$ cat src/rtl/fetch_unit.sv
// Instruction fetch unit: single-outstanding bus requester feeding a small FIFO of
// {pc, instr} entries to the decoder, with redirect flush and in-flight response drop.
module fetch_unit #(
  parameter logic [31:0] RESET_PC = 32'h0000_0000,
  parameter int unsigned DEPTH    = 2
) (
  input  logic        clk_i,
  input  logic        reset_ni,
  output logic        mem_valid_o,
  output logic [31:0] mem_address_o,
  input  logic        mem_ready_i,
  input  logic [31:0] mem_rdata_i,
  input  logic        redirect_valid_i,
  input  logic [31:0] redirect_pc_i,
  output logic        out_valid_o,
  input  logic        out_ready_i,
  output logic [31:0] out_pc_o,
  output logic [31:0] out_instr_o
);

  localparam int unsigned PtrW = (DEPTH > 1) ? $clog2(DEPTH) : 1;
  localparam int unsigned CntW = $clog2(DEPTH + 1);
  localparam logic [CntW-1:0] DepthC = CntW'(DEPTH);
  localparam logic [PtrW-1:0] LastPtr = PtrW'(DEPTH - 1);

  typedef enum logic [1:0] {StIdle, StReq, StDrop} state_e;

  state_e          state_q;
  logic            mem_valid_q;
  logic [31:0]     mem_address_q;
  logic [31:0]     fetch_pc_q;
  logic [PtrW-1:0] head_q, tail_q;
  logic [CntW-1:0] count_q, count_d;
  logic [31:0]     pc_mem_q    [DEPTH];
  logic [31:0]     instr_mem_q [DEPTH];

  logic        push, pop;
  logic [31:0] redirect_pc_al;
  logic [31:0] addr_inc;

  assign redirect_pc_al = {redirect_pc_i[31:2], 2'b00};
  assign addr_inc       = mem_address_q + 32'd4;

  assign push = (state_q == StReq) && mem_ready_i && !redirect_valid_i;
  assign pop  = out_valid_o && out_ready_i && !redirect_valid_i;

  always_comb begin
    count_d = count_q;
    if (redirect_valid_i) begin
      count_d = '0;
    end else begin
      count_d = count_q + CntW'(push) - CntW'(pop);
    end
  end

  function automatic logic [PtrW-1:0] next_ptr(input logic [PtrW-1:0] p);
    return (p == LastPtr) ? '0 : p + 1'b1;
  endfunction

  // Bus-side FSM; mem_valid/mem_address are registered so nothing combinational reaches the bus.
  always_ff @(posedge clk_i or negedge reset_ni) begin
    if (!reset_ni) begin
      state_q       <= StIdle;
      mem_valid_q   <= 1'b0;
      mem_address_q <= RESET_PC;
      fetch_pc_q    <= RESET_PC;
    end else begin
      unique case (state_q)
        StIdle: begin
          if (redirect_valid_i) begin
            fetch_pc_q <= redirect_pc_al;
          end else if (count_q < DepthC) begin
            state_q       <= StReq;
            mem_valid_q   <= 1'b1;
            mem_address_q <= fetch_pc_q;
          end
        end
        StReq: begin
          if (redirect_valid_i) begin
            fetch_pc_q <= redirect_pc_al;
            if (mem_ready_i) begin
              state_q     <= StIdle;
              mem_valid_q <= 1'b0;
            end else begin
              state_q <= StDrop;
            end
          end else if (mem_ready_i) begin
            fetch_pc_q <= addr_inc;
            if (count_d < DepthC) begin
              mem_address_q <= addr_inc;
            end else begin
              state_q     <= StIdle;
              mem_valid_q <= 1'b0;
            end
          end
        end
        StDrop: begin
          if (redirect_valid_i) begin
            fetch_pc_q <= redirect_pc_al;
          end
          if (mem_ready_i) begin
            state_q     <= StIdle;
            mem_valid_q <= 1'b0;
          end
        end
        default: begin
          state_q     <= StIdle;
          mem_valid_q <= 1'b0;
        end
      endcase
    end
  end

  always_ff @(posedge clk_i or negedge reset_ni) begin
    if (!reset_ni) begin
      head_q  <= '0;
      tail_q  <= '0;
      count_q <= '0;
      for (int i = 0; i < int'(DEPTH); i++) begin
        pc_mem_q[i]    <= '0;
        instr_mem_q[i] <= '0;
      end
    end else begin
      count_q <= count_d;
      if (redirect_valid_i) begin
        head_q <= '0;
        tail_q <= '0;
      end else begin
        if (push) begin
          pc_mem_q[tail_q]    <= mem_address_q;
          instr_mem_q[tail_q] <= mem_rdata_i;
          tail_q              <= next_ptr(tail_q);
        end
        if (pop) begin
          head_q <= next_ptr(head_q);
        end
      end
    end
  end

  assign mem_valid_o   = mem_valid_q;
  assign mem_address_o = mem_address_q;
  assign out_valid_o   = (count_q != '0);
  assign out_pc_o      = pc_mem_q[head_q];
  assign out_instr_o   = instr_mem_q[head_q];

endmodule

$ cat config.mk
export PLATFORM = sky130hd
export DESIGN_NAME = fetch_unit
export DESIGN_NICKNAME = d
export VERILOG_FILES = /design/src/rtl/fetch_unit.sv
export SDC_FILE = /design/constraint.sdc
export NUM_CORES = 1
export LEC_CHECK = 0
export ABC_AREA = 1
export BUFFER_PORTS_ARGS = -buffer_cell sky130_fd_sc_hd__buf_4
export CORE_UTILIZATION = 55
export CTS_CLUSTER_DIAMETER = 120
export DETAILED_ROUTE_END_ITERATION = 10
export PLACE_DENSITY = 0.78
export REMOVE_ABC_BUFFERS = 1
export SKIP_LAST_GASP = 1
export SYNTH_ARGS = -nofsm -noshare
export SYNTH_HDL_FRONTEND = slang
export SYNTH_SLANG_ARGS = --single-unit
$ cat constraint.sdc
create_clock -name clk_i -period 3 [get_ports clk_i]
set_clock_uncertainty 0.1 [all_clocks]
set_input_delay 0.3 -clock clk_i [delete_from_list [all_inputs] [get_ports clk_i]]
set_output_delay 0.3 -clock clk_i [all_outputs]
set_load 0.02 [all_outputs]
==> results.py, run 1 <==
metrics = {
    "clock_tree": {
        "cts-root-buf": "clkbuf_16",
        "cts_sinks": 199,
        "tritoncts": "yes",
        "htree_levels": 4,
        "post-cts-setup-buffer-count": 0,
        "clock_latency_ns": 0.43,
        "clk_path_buf_depth": 2,
        "clkSlewWorstSetupHoldPaths_ns": 0.07,
        "numCtsBuffers": 17,
    },
    "power": {
        "pwr-share-seq": 0.370,
        "powerDensity_nw_per_um2": 1050,
        "p_int_mw": 7.48,
        "total_power_mw": 12.9,
        "p_sw_frac": 0.420,
        "pwr-share-clk": 0.178,
        "p_leak_nw": 6.16,
        "combPwrFrac": 0.452,
        "vdd_ir_drop_max_mv": 0.639,
        "power_switching_mw": 5.42,
    },
    "synth": {
        "synthArstFlopShare": 1.00,
        "synth-main-ff-cell": "dfrtp_1",
        "ys_top_cells_by_area": "dfrtp_1, nand2_1, o21ai_0",
        "synth_xor_xnor_area_share": 0.00609,
        "synthCells": 1330,
        "synth-compound-area-share": 0.150,
        "yosysTopAreaCell": "dfrtp_1",
        "synthSimpleGateAreaFrac": 0.250,
        "synth_edf_count": 0,
        "synth_seq_cells": 199,
        "synth_area_per_cell_sq_um": 7.57,
        "synth_fa_ha_area_frac": 0.00373,
        "synth_mux_area_frac": 0,
        "ys_types": 31,
        "syn-cell-area_sq_um": 10100,
        "yosysSeqAreaShare": 0.494,
        "yosysTopAreaCellShare": 0.494,
        "yosys_warnings": 0,
        "synth_top_family_by_area": "simple AND/OR/NAND/NOR gates",
    },
    "layout": {
        "final_layout_size_suffix_gt1_frac": 0.181,
        "synthToLayoutAreaGrowth_pct": 22.1,
        "nFillCells": 1443,
        "nets": 1563,
        "insertedDiodeCount": 0,
        "stdcell_count": 1729,
    },
    "critical_path": {
        "arrival_ns": 2.96,
        "path_cells": "dlygate4sd3_1, buf_4, inv_1, nor2_4, inv_2, nor2_2, inv_2, ha_1, inv_1, ha_1, inv_1, nand3_1, nand2_1, nand3_1, nand2_2, clkinvlp_4, nand2_1, nand2_1",
        "cp_data_required_time_ns": 3.22,
        "start_kind": "input pin",
        "crit_buf_inv": 8,
        "slowest_stage": "dlygate4sd3_1",
        "cpPeakStageDelay_ns": 0.53,
        "critPathKind": "in -> reg",
        "crit_family": "buffers and inverters",
        "crit_path_end_kind": "flop",
        "crit_fanout": 11,
    },
    "floorplanning": {
        "io_pins": 167,
        "rows": 49,
        "core_sq_um": 18000,
        "die_w_microns": 137,
        "start_util": 0.561,
        "die_h_microns": 137,
        "dieArea_sq_um": 18900,
    },
    "route": {
        "wl_per_cell_microns": 14.5,
        "ant_nets": 0,
        "drtIter0Drc": 795,
        "drt_first_pass_iters": 6,
        "vias": 9043,
        "via_per_inst": 5.23,
        "route.detailed.drc": 0,
        "routed_wl_mm": 25.1,
    },
    "global_routing": {
        "grt_max_degree": 131,
        "antenna_found_initial": 0,
        "grt_pass1_vias": 8398,
        "overflow": 0,
        "grt_pass1_wl_mm": 40.5,
        "gr-usage-all-layers": 0.274,
    },
    "timing": {
        "period_needed_ns": 2.74,
        "hold_viol": 0,
        "rsz0062_at_grt": "false",
        "finalSetupTns_ns": 0,
        "tightest_slew_ns": 1.16,
        "layout_setup_ws_ns": 0.261,
        "setup_viol": 0,
        "slew_headroom": 0.228,
        "max_freq_mhz": 365,
        "slew_violations": 0,
        "post-route-period-util": 0.913,
    },
    "worst_hold_path": {
        "hold_class": "in -> reg",
    },
    "place": {
        "dp_hpwl_mm": 16.5,
        "gp_congestion": 0.873,
        "portBuffers": 164,
        "dp.cells": 1672,
        "dp_slack_ns": 0.266,
    },
    "status": {
        "status": "finished clean",
    },
    "flow_run": {
        "maxCapViolations": 0,
    },
}
==> registers in the layout, indices dropped and copies added (netlist names) <==
name / cells
mem_address_o: 32
count_q: 2
head_q: 1
state_q: 2
fetch_pc_q: 32
mem_valid_o: 1
instr_mem_q: 64
pc_mem_q: 64
tail_q: 1
==> cell families after synthesis <==
logic type               count (synthesis)
flip-flops                             199
adder cells (fa/ha/maj)                  3
buffers and inverters                  226
AND/OR/NAND/NOR                        634
AO/OA/AOI/OAI                          261
XOR/XNOR                                 7
==> cells in the mapped netlist (2+ instances only) <==
cell        n
o21ai_2    49
o21ai_0   170
clkinv_1    2
nand3_1    75
a21oi_1    21
buf_2      11
nor2_1    107
nand2_1   438
or2_2       5
o21a_1      3
nand2_2     2
nand4_1     2
buf_1       3
inv_1     155
buf_6      13
o21ai_1    11
ha_1        3
o211ai_1    3
inv_2       3
xor2_1      6
clkbuf_1   39
a31oi_1     2
dfrtp_1   199
==> layout by cell type (no fill, tap or decap), drive strengths merged, types with 2 or more instances in the layout <==
cell type    Yosys  layout
a21oi           21      21
a31oi            2       2
buf             27     178
bufinv           0       3
clkbuf          39      21
clkinv           2       6
clkinvlp         0       3
dfrtp          199     199
dlygate4sd3      0      28
ha               3       3
inv            158     157
nand2          440     440
nand3           76      76
nand4            2       2
nor2           109     109
o211ai           3       3
o21a             3       3
o21ai          230     230
or2              6       6
xor2             6       6
==> layout make-up <==
class / instances / area, sq um / area share
Clock buffer: 20 / 447 / 0.0363
Multi-Input combinational cell: 905 / 4140 / 0.337
Inverter: 160 / 606 / 0.0493
Timing Repair inverter: 1 / 7.51 / 0.000611
Timing Repair Buffer: 207 / 1710 / 0.139
Clock inverter: 8 / 125 / 0.0102
Sequential cell: 199 / 4980 / 0.405
Tap cell: 229 / 287 / 0.0233
==> power by group through the flow <==
| stage | registers, mW | clock network (mW) | logic [mW] |
|---|---|---|---|
| final | 4.78 | 2.30 | 5.83 |
| after global routing | 4.94 | 2.44 | 6.49 |
| after floorplan | 4.80 | 0 | 3.50 |
| after detailed placement | 4.81 | 0 | 5.74 |
| after global placement | 4.75 | 0 | 5.59 |
| after CTS | 4.76 | 2.33 | 5.81 |
==> routing by layer <==
metal,wire length [microns],track usage
met5,0,0
met2,11700,0.439
met4,559,0.103
met1,11300,0.374
met3,1610,0.0460
==> path summary, 6_finish.rpt <==
path | slack [ns] | cells after the start | to | from
min in group asynchronous | 0.38 | 2 | instr_mem_q[23] | reset_ni
max in group asynchronous | 1.69 | 3 | fetch_pc_q[24] | reset_ni
worst min-delay path | 0.01 | 3 | instr_mem_q[6] | mem_rdata_i[6]
worst max register to register | 0.35 | 14 | mem_address_o[17] | count_q[1]
worst max-delay path | 0.26 | 18 | mem_address_o[17] | mem_ready_i
worst min register to register | 0.38 | 2 | fetch_pc_q[17] | fetch_pc_q[17]
==> per-stage QoR <==
stage,util,hold slack (ns),instance area (sq um)
floorplan,-,-0.0956,9710
global placement,0.636,0.300,11400
detailed placement,0.636,0.299,11400
CTS,0.683,0.000184,12300
global route,0.684,0.00413,12300
finish,0.684,0.0115,12300
==> worst min-delay path: stages <==
cell and delay (ns):
buf_4 0.09, nand2_1 0.05, o21ai_0 0.06
==> timing repair <==
| item | 4_1_cts | 5_1_grt |
|---|---|---|
| gates resized for setup | 0 | 2 |
| hold endpoints to repair | 106 | 1 |
| hold buffers | 27 | 1 |
| endpoints found under the setup margin | 0 | 22 |
(Power assumes the default switching activity.)
==> run 2, diff against run 1 <==
--- a/config.mk
+++ b/config.mk
@@ -10,7 +10,7 @@
 export CORE_UTILIZATION = 55
 export CTS_CLUSTER_DIAMETER = 120
 export DETAILED_ROUTE_END_ITERATION = 10
-export PLACE_DENSITY = 0.78
+export PLACE_DENSITY = 0.85
 export REMOVE_ABC_BUFFERS = 1
 export SKIP_LAST_GASP = 1
 export SYNTH_ARGS = -nofsm -noshare
==> run 2 against run 1 <==
Against the previous run:
- hold slack got worse by 0.0091 ns
- critical path type unchanged
- power about the same
- count of clock-buffer cells in the layout up 1
- sequential power hardly changed
- via count grew 1.3%
- clock power shrank 2%
==> results.py, run 2 (synthesis results as in run 1) <==
metrics = {
    "route": {
        "ant_nets": 0,
        "routed_wl_mm": 25.4,
        "wl_per_cell_microns": 14.7,
        "via_per_inst": 5.29,
        "drt_first_pass_iters": 5,
        "vias": 9165,
        "route.detailed.drc": 0,
        "drtIter0Drc": 749,
    },
    "critical_path": {
        "cp_data_required_time_ns": 3.21,
        "reg2reg_to": "mem_address_o[25]",
        "timing.rr.start": "count_q[1]",
        "reg2reg_slack_ns": 0.21,
        "critPathKind": "in -> reg",
        "ff2ff_path_depth": 14,
        "crit_fanout": 22,
        "start_kind": "input pin",
        "endpoint": "mem_address_o[25]",
        "crit_path_end_kind": "flop",
        "arrival_ns": 3.04,
        "timing.critical_path.from": "mem_ready_i",
    },
    "clock_tree": {
        "clk_path_buf_depth": 2,
        "clock_latency_ns": 0.43,
        "cts-root-buf": "clkbuf_16",
        "tritoncts": "yes",
        "htree_levels": 4,
        "clkSlewWorstSetupHoldPaths_ns": 0.07,
        "post-cts-setup-buffer-count": 0,
        "cts_sinks": 199,
        "numCtsBuffers": 17,
    },
    "power": {
        "combPwrFrac": 0.454,
        "pwr-share-seq": 0.371,
        "p_leak_nw": 6.15,
        "p_sw_frac": 0.425,
        "vdd_ir_drop_max_mv": 0.563,
        "powerDensity_nw_per_um2": 1050,
        "total_power_mw": 12.9,
        "power_switching_mw": 5.47,
        "p_int_mw": 7.42,
        "pwr-share-clk": 0.175,
    },
    "timing": {
        "hold_viol": 0,
        "setup_viol": 0,
        "finalSetupTns_ns": 0,
        "whs_ns": 0.00240,
        "rsz0062_at_grt": "false",
        "tightest_slew_ns": 0.971,
        "period_needed_ns": 2.83,
        "slew_headroom": 0.353,
        "post-route-period-util": 0.942,
        "slew_violations": 0,
        "max_freq_mhz": 354,
    },
    "global_routing": {
        "use_met1": 0.370,
        "gr-usage-all-layers": 0.279,
        "grt_pass1_vias": 8667,
        "antenna_found_initial": 0,
        "met3_usage": 0.0585,
        "grt_max_degree": 91,
        "gr-usage-met2": 0.442,
        "overflow": 0,
        "grt_pass1_wl_mm": 41.2,
        "grt-busiest-layer": "met2",
    },
    "layout": {
        "synthToLayoutAreaGrowth_pct": 21.7,
        "final_layout_size_suffix_gt1_frac": 0.184,
        "top_regs": "instr_mem_q x64, pc_mem_q x64",
        "stdcell_count": 1732,
        "final_area_sq_um": 12300,
        "nets": 1562,
        "insertedDiodeCount": 0,
        "final_common_cell": "nand2_1",
        "layout_common_cells": "nand2_1, dfrtp_1, buf_4",
    },
    "place": {
        "dp_hpwl_mm": 16.9,
        "placed_area_sq_um": 11400,
        "gp_congestion": 0.901,
        "dp.cells": 1675,
        "portBuffers": 164,
    },
    "floorplanning": {
        "dieArea_sq_um": 18900,
        "die_w_microns": 137,
        "die_h_microns": 137,
        "io_pins": 167,
        "core_sq_um": 18000,
        "rows": 49,
        "start_util": 0.561,
    },
    "worst_hold_path": {
        "hold_class": "in -> reg",
    },
    "flow_run": {
        "maxCapViolations": 0,
    },
    "status": {
        "status": "finished clean",
    },
}
[run 2: cell types whose count changed in the layout (fill, tap and decap cells not counted), sizes merged]
| cell | delta |
|---|---|
| buf | +3 |
| bufinv | -1 |
| clkbuf | +1 |
| clkinv | +3 |
| dlygate4sd3 | -3 |
[run 2: worst min path at each step]
stage | start | endpoint | slack, ns | depth (start not counted)
5_1_grt | mem_rdata_i[24] | instr_mem_q[24] | 0.006 | 3
6_report | mem_rdata_i[4] | instr_mem_q[4] | 0.002 | 3
2_1_floorplan | reset_ni | count_q[0] | -0.1 | 0
3_3_place_gp | reset_ni | instr_mem_q[7] | 0.32 | 1
4_1_cts | mem_rdata_i[17] | instr_mem_q[17] | 0.0007 | 3
3_5_place_dp | reset_ni | instr_mem_q[7] | 0.32 | 1
[run 2: power groups by stage]
| stage | Combinational [mW] | Sequential (mW) | Clock [mW] |
|---|---|---|---|
| 6_report | 5.85 | 4.79 | 2.25 |
| 5_1_grt | 6.53 | 4.93 | 2.39 |
| 4_1_cts | 5.84 | 4.76 | 2.28 |
| 3_5_place_dp | 5.77 | 4.80 | 0 |
| 3_3_place_gp | 5.60 | 4.75 | 0 |
| 2_1_floorplan | 3.50 | 4.80 | 0 |
[run 2: routing by layer]
metal  share of wire  vias up
met5               0        -
met4           0.032        0
met3           0.071       64
met2            0.47      366
met1            0.43     4260
li1                -     4475
[run 2: stage by stage]
stage                     utilization  setup slack [ns]
after floorplan                     -             -1.72
after global placement          0.636             0.400
after detailed placement        0.636             0.299
after CTS                       0.682             0.206
after global routing            0.682           0.00645
final                           0.682             0.173
[run 2: cell type report]
class                   instances  area (sq um)
well taps                     229           287
clock buffers                  21           450
inverters                     160           606
clock inverters                11           125
flip-flops and latches        199          4980
fillers                      1467          5700
repair buffers                207          1670
multi-input cells             905          4140
[run 2: timing repair]
item	in CTS	in global routing
hold buffers	24	1
endpoints found under the hold margin	110	1
setup endpoints to repair	0	2
resized for setup	0	1
[run 2: worst max-delay path, cell delays in order]
cell,delay [ns]
dlygate4sd3_1,0.52
buf_4,0.12
inv_1,0.07
nor2_4,0.13
inv_2,0.06
nor2_2,0.08
inv_2,0.04
ha_1,0.27
inv_1,0.04
ha_1,0.18
inv_1,0.06
nand3_1,0.09
nand2_1,0.10
nand3_1,0.11
nand2_2,0.12
clkinvlp_4,0.44
nand2_1,0.21
nand2_1,0.08
==> run 3, diff against run 2 <==
==> constraint.sdc (replaced) <==
create_clock -name clk_i -period 3.23 [get_ports clk_i]
set_clock_uncertainty 0.1 [all_clocks]
set_input_delay 0.323 -clock clk_i [delete_from_list [all_inputs] [get_ports clk_i]]
set_output_delay 0.323 -clock clk_i [all_outputs]
set_load 0.02 [all_outputs]
==> run 3 against run 2 <==
Against the previous run:
- largest power group unchanged
- hold slack improved by 0.0036 ns
- register-to-register slack better by 0.19 ns
- critical path depth unchanged
- critical path type unchanged
- combinational power down 8.0%
- power fell by 7.7%
- design area is 1.8% lower
==> results.py, run 3 (synthesis results as in run 1) <==
metrics = {
    "power": {
        "pwr-share-clk": 0.176,
        "pwr-share-seq": 0.372,
        "power_switching_mw": 5.05,
        "vdd_ir_drop_max_mv": 0.502,
        "p_leak_nw": 6.06,
        "p_int_mw": 6.85,
        "combPwrFrac": 0.452,
        "p_sw_frac": 0.424,
        "powerDensity_nw_per_um2": 989,
    },
    "timing": {
        "hold_viol": 0,
        "whs_ns": 0.00605,
        "slew_headroom": 0.346,
        "period_needed_ns": 2.91,
        "post-route-period-util": 0.900,
        "slew_violations": 0,
        "setup_viol": 0,
        "rsz0062_at_grt": "false",
        "max_freq_mhz": 344,
        "finalSetupTns_ns": 0,
        "tightest_slew_ns": 0.980,
    },
    "route": {
        "routed_wl_mm": 24.7,
        "ant_nets": 0,
        "route.detailed.drc": 0,
        "drtIter0Drc": 810,
        "drt_first_pass_iters": 7,
        "vias": 9051,
        "wl_per_cell_microns": 14.5,
        "via_per_inst": 5.30,
    },
    "layout": {
        "final_area_sq_um": 12000,
        "final_layout_size_suffix_gt1_frac": 0.185,
        "layout_common_cells": "nand2_1, dfrtp_1, buf_4",
        "insertedDiodeCount": 0,
        "synthToLayoutAreaGrowth_pct": 19.5,
        "final_common_cell": "nand2_1",
        "fin_util": 0.670,
        "top_regs": "instr_mem_q x64, pc_mem_q x64",
        "nets": 1539,
    },
    "floorplanning": {
        "core_sq_um": 18000,
        "dieArea_sq_um": 18900,
        "io_pins": 167,
        "die_h_microns": 137,
        "die_w_microns": 137,
        "start_util": 0.561,
        "rows": 49,
    },
    "critical_path": {
        "path_cells": "dlygate4sd3_1, buf_4, inv_1, nor2_4, inv_2, nor2_2, inv_2, ha_1, inv_1, ha_1, inv_1, nand3_1, nand2_1, nand3_1, nand2_2, inv_1, nand2_1, nand2_1",
        "timing.critical_path.from": "mem_ready_i",
        "cp_data_required_time_ns": 3.49,
        "slowest_stage": "inv_1",
        "crit_buf_inv": 8,
        "crit_fanout": 22,
        "crit_path_end_kind": "flop",
        "arrival_ns": 3.17,
        "cpPeakStageDelay_ns": 0.60,
        "cp_common_cell": "inv_1",
        "critPathKind": "in -> reg",
        "start_kind": "input pin",
        "timing.rr.start": "count_q[1]",
        "crit_family": "buffers and inverters",
    },
    "clock_tree": {
        "ctsHoldBuffers": 4,
        "clock_latency_ns": 0.43,
        "clkSlewWorstSetupHoldPaths_ns": 0.07,
        "post_cts_resized": 0,
        "post-cts-setup-buffer-count": 0,
        "clk_path_buf_depth": 2,
        "tritoncts": "yes",
        "numCtsBuffers": 17,
        "htree_levels": 4,
        "cts_sinks": 199,
        "cts-root-buf": "clkbuf_16",
    },
    "global_routing": {
        "antenna_found_initial": 0,
        "grt_max_degree": 93,
        "grt_pass1_wl_mm": 40.4,
        "grt_pass1_vias": 8395,
        "overflow": 0,
        "gr-usage-all-layers": 0.275,
    },
    "place": {
        "gp_congestion": 0.865,
        "placed_area_sq_um": 11400,
        "dp_hpwl_mm": 16.5,
        "portBuffers": 164,
    },
    "worst_hold_path": {
        "hold_class": "in -> reg",
        "min_from": "mem_rdata_i[27]",
    },
    "flow_run": {
        "maxCapViolations": 0,
    },
    "status": {
        "status": "finished clean",
    },
}
-- run 3: worst register-to-register path, stage by stage, from the launching register on --
cell,delay (ns)
dfrtp_1,0.42
or2_2,0.32
nand2_1,0.10
nor2_1,0.05
ha_1,0.27
inv_1,0.06
ha_1,0.15
inv_1,0.05
nand3_1,0.11
nand2_1,0.09
nand3_1,0.11
nand2_2,0.06
inv_1,0.60
nand2_1,0.15
nand2_1,0.12
-- run 3: layer usage --
| metal | track usage | vias up | part of all wire |
|---|---|---|---|
| li1 | - | 4448 | - |
| met1 | 0.375 | 4181 | 0.43 |
| met2 | 0.428 | 366 | 0.47 |
| met3 | 0.0552 | 56 | 0.076 |
| met4 | 0.114 | 0 | 0.027 |
| met5 | 0 | - | 0 |
-- run 3: final timing paths --
| check | to | slack, ns | cells after the start |
|---|---|---|---|
| min reg2reg | fetch_pc_q[10] | 0.38 | 2 |
| min in group asynchronous | instr_mem_q[8] | 0.43 | 2 |
| max | mem_address_o[23] | 0.32 | 18 |
| min | instr_mem_q[27] | 0.006 | 3 |
| max reg2reg | mem_address_o[23] | 0.40 | 14 |
| max in group asynchronous | fetch_pc_q[30] | 1.83 | 3 |
-- run 3: area by class of cell --
cell class | count | area [sq um]
fill | 1479 | 5930
tap | 229 | 287
clock buffer | 23 | 488
sequential | 199 | 4980
timing repair buffer | 184 | 1450
inverter | 160 | 602
clock inverter | 9 | 92.6
multi-input combinational | 905 | 4140
-- run 3: power groups by stage --
stage	Sequential (mW)	Combinational (mW)	Clock (mW)
after global routing	4.58	6.01	2.22
after CTS	4.42	5.40	2.12
after floorplan	4.46	3.25	0
after global placement	4.40	5.18	0
after detailed placement	4.45	5.33	0
final	4.43	5.38	2.09
-- run 3: per-stage QoR --
stage	total power [mW]	setup slack (ns)	std cells
detailed placement	9.78	0.507	1672
finish	11.9	0.324	1709
CTS	11.9	0.375	1708
global placement	9.58	0.613	1672
global route	12.8	0.112	1709
floorplan	7.71	-1.49	1264
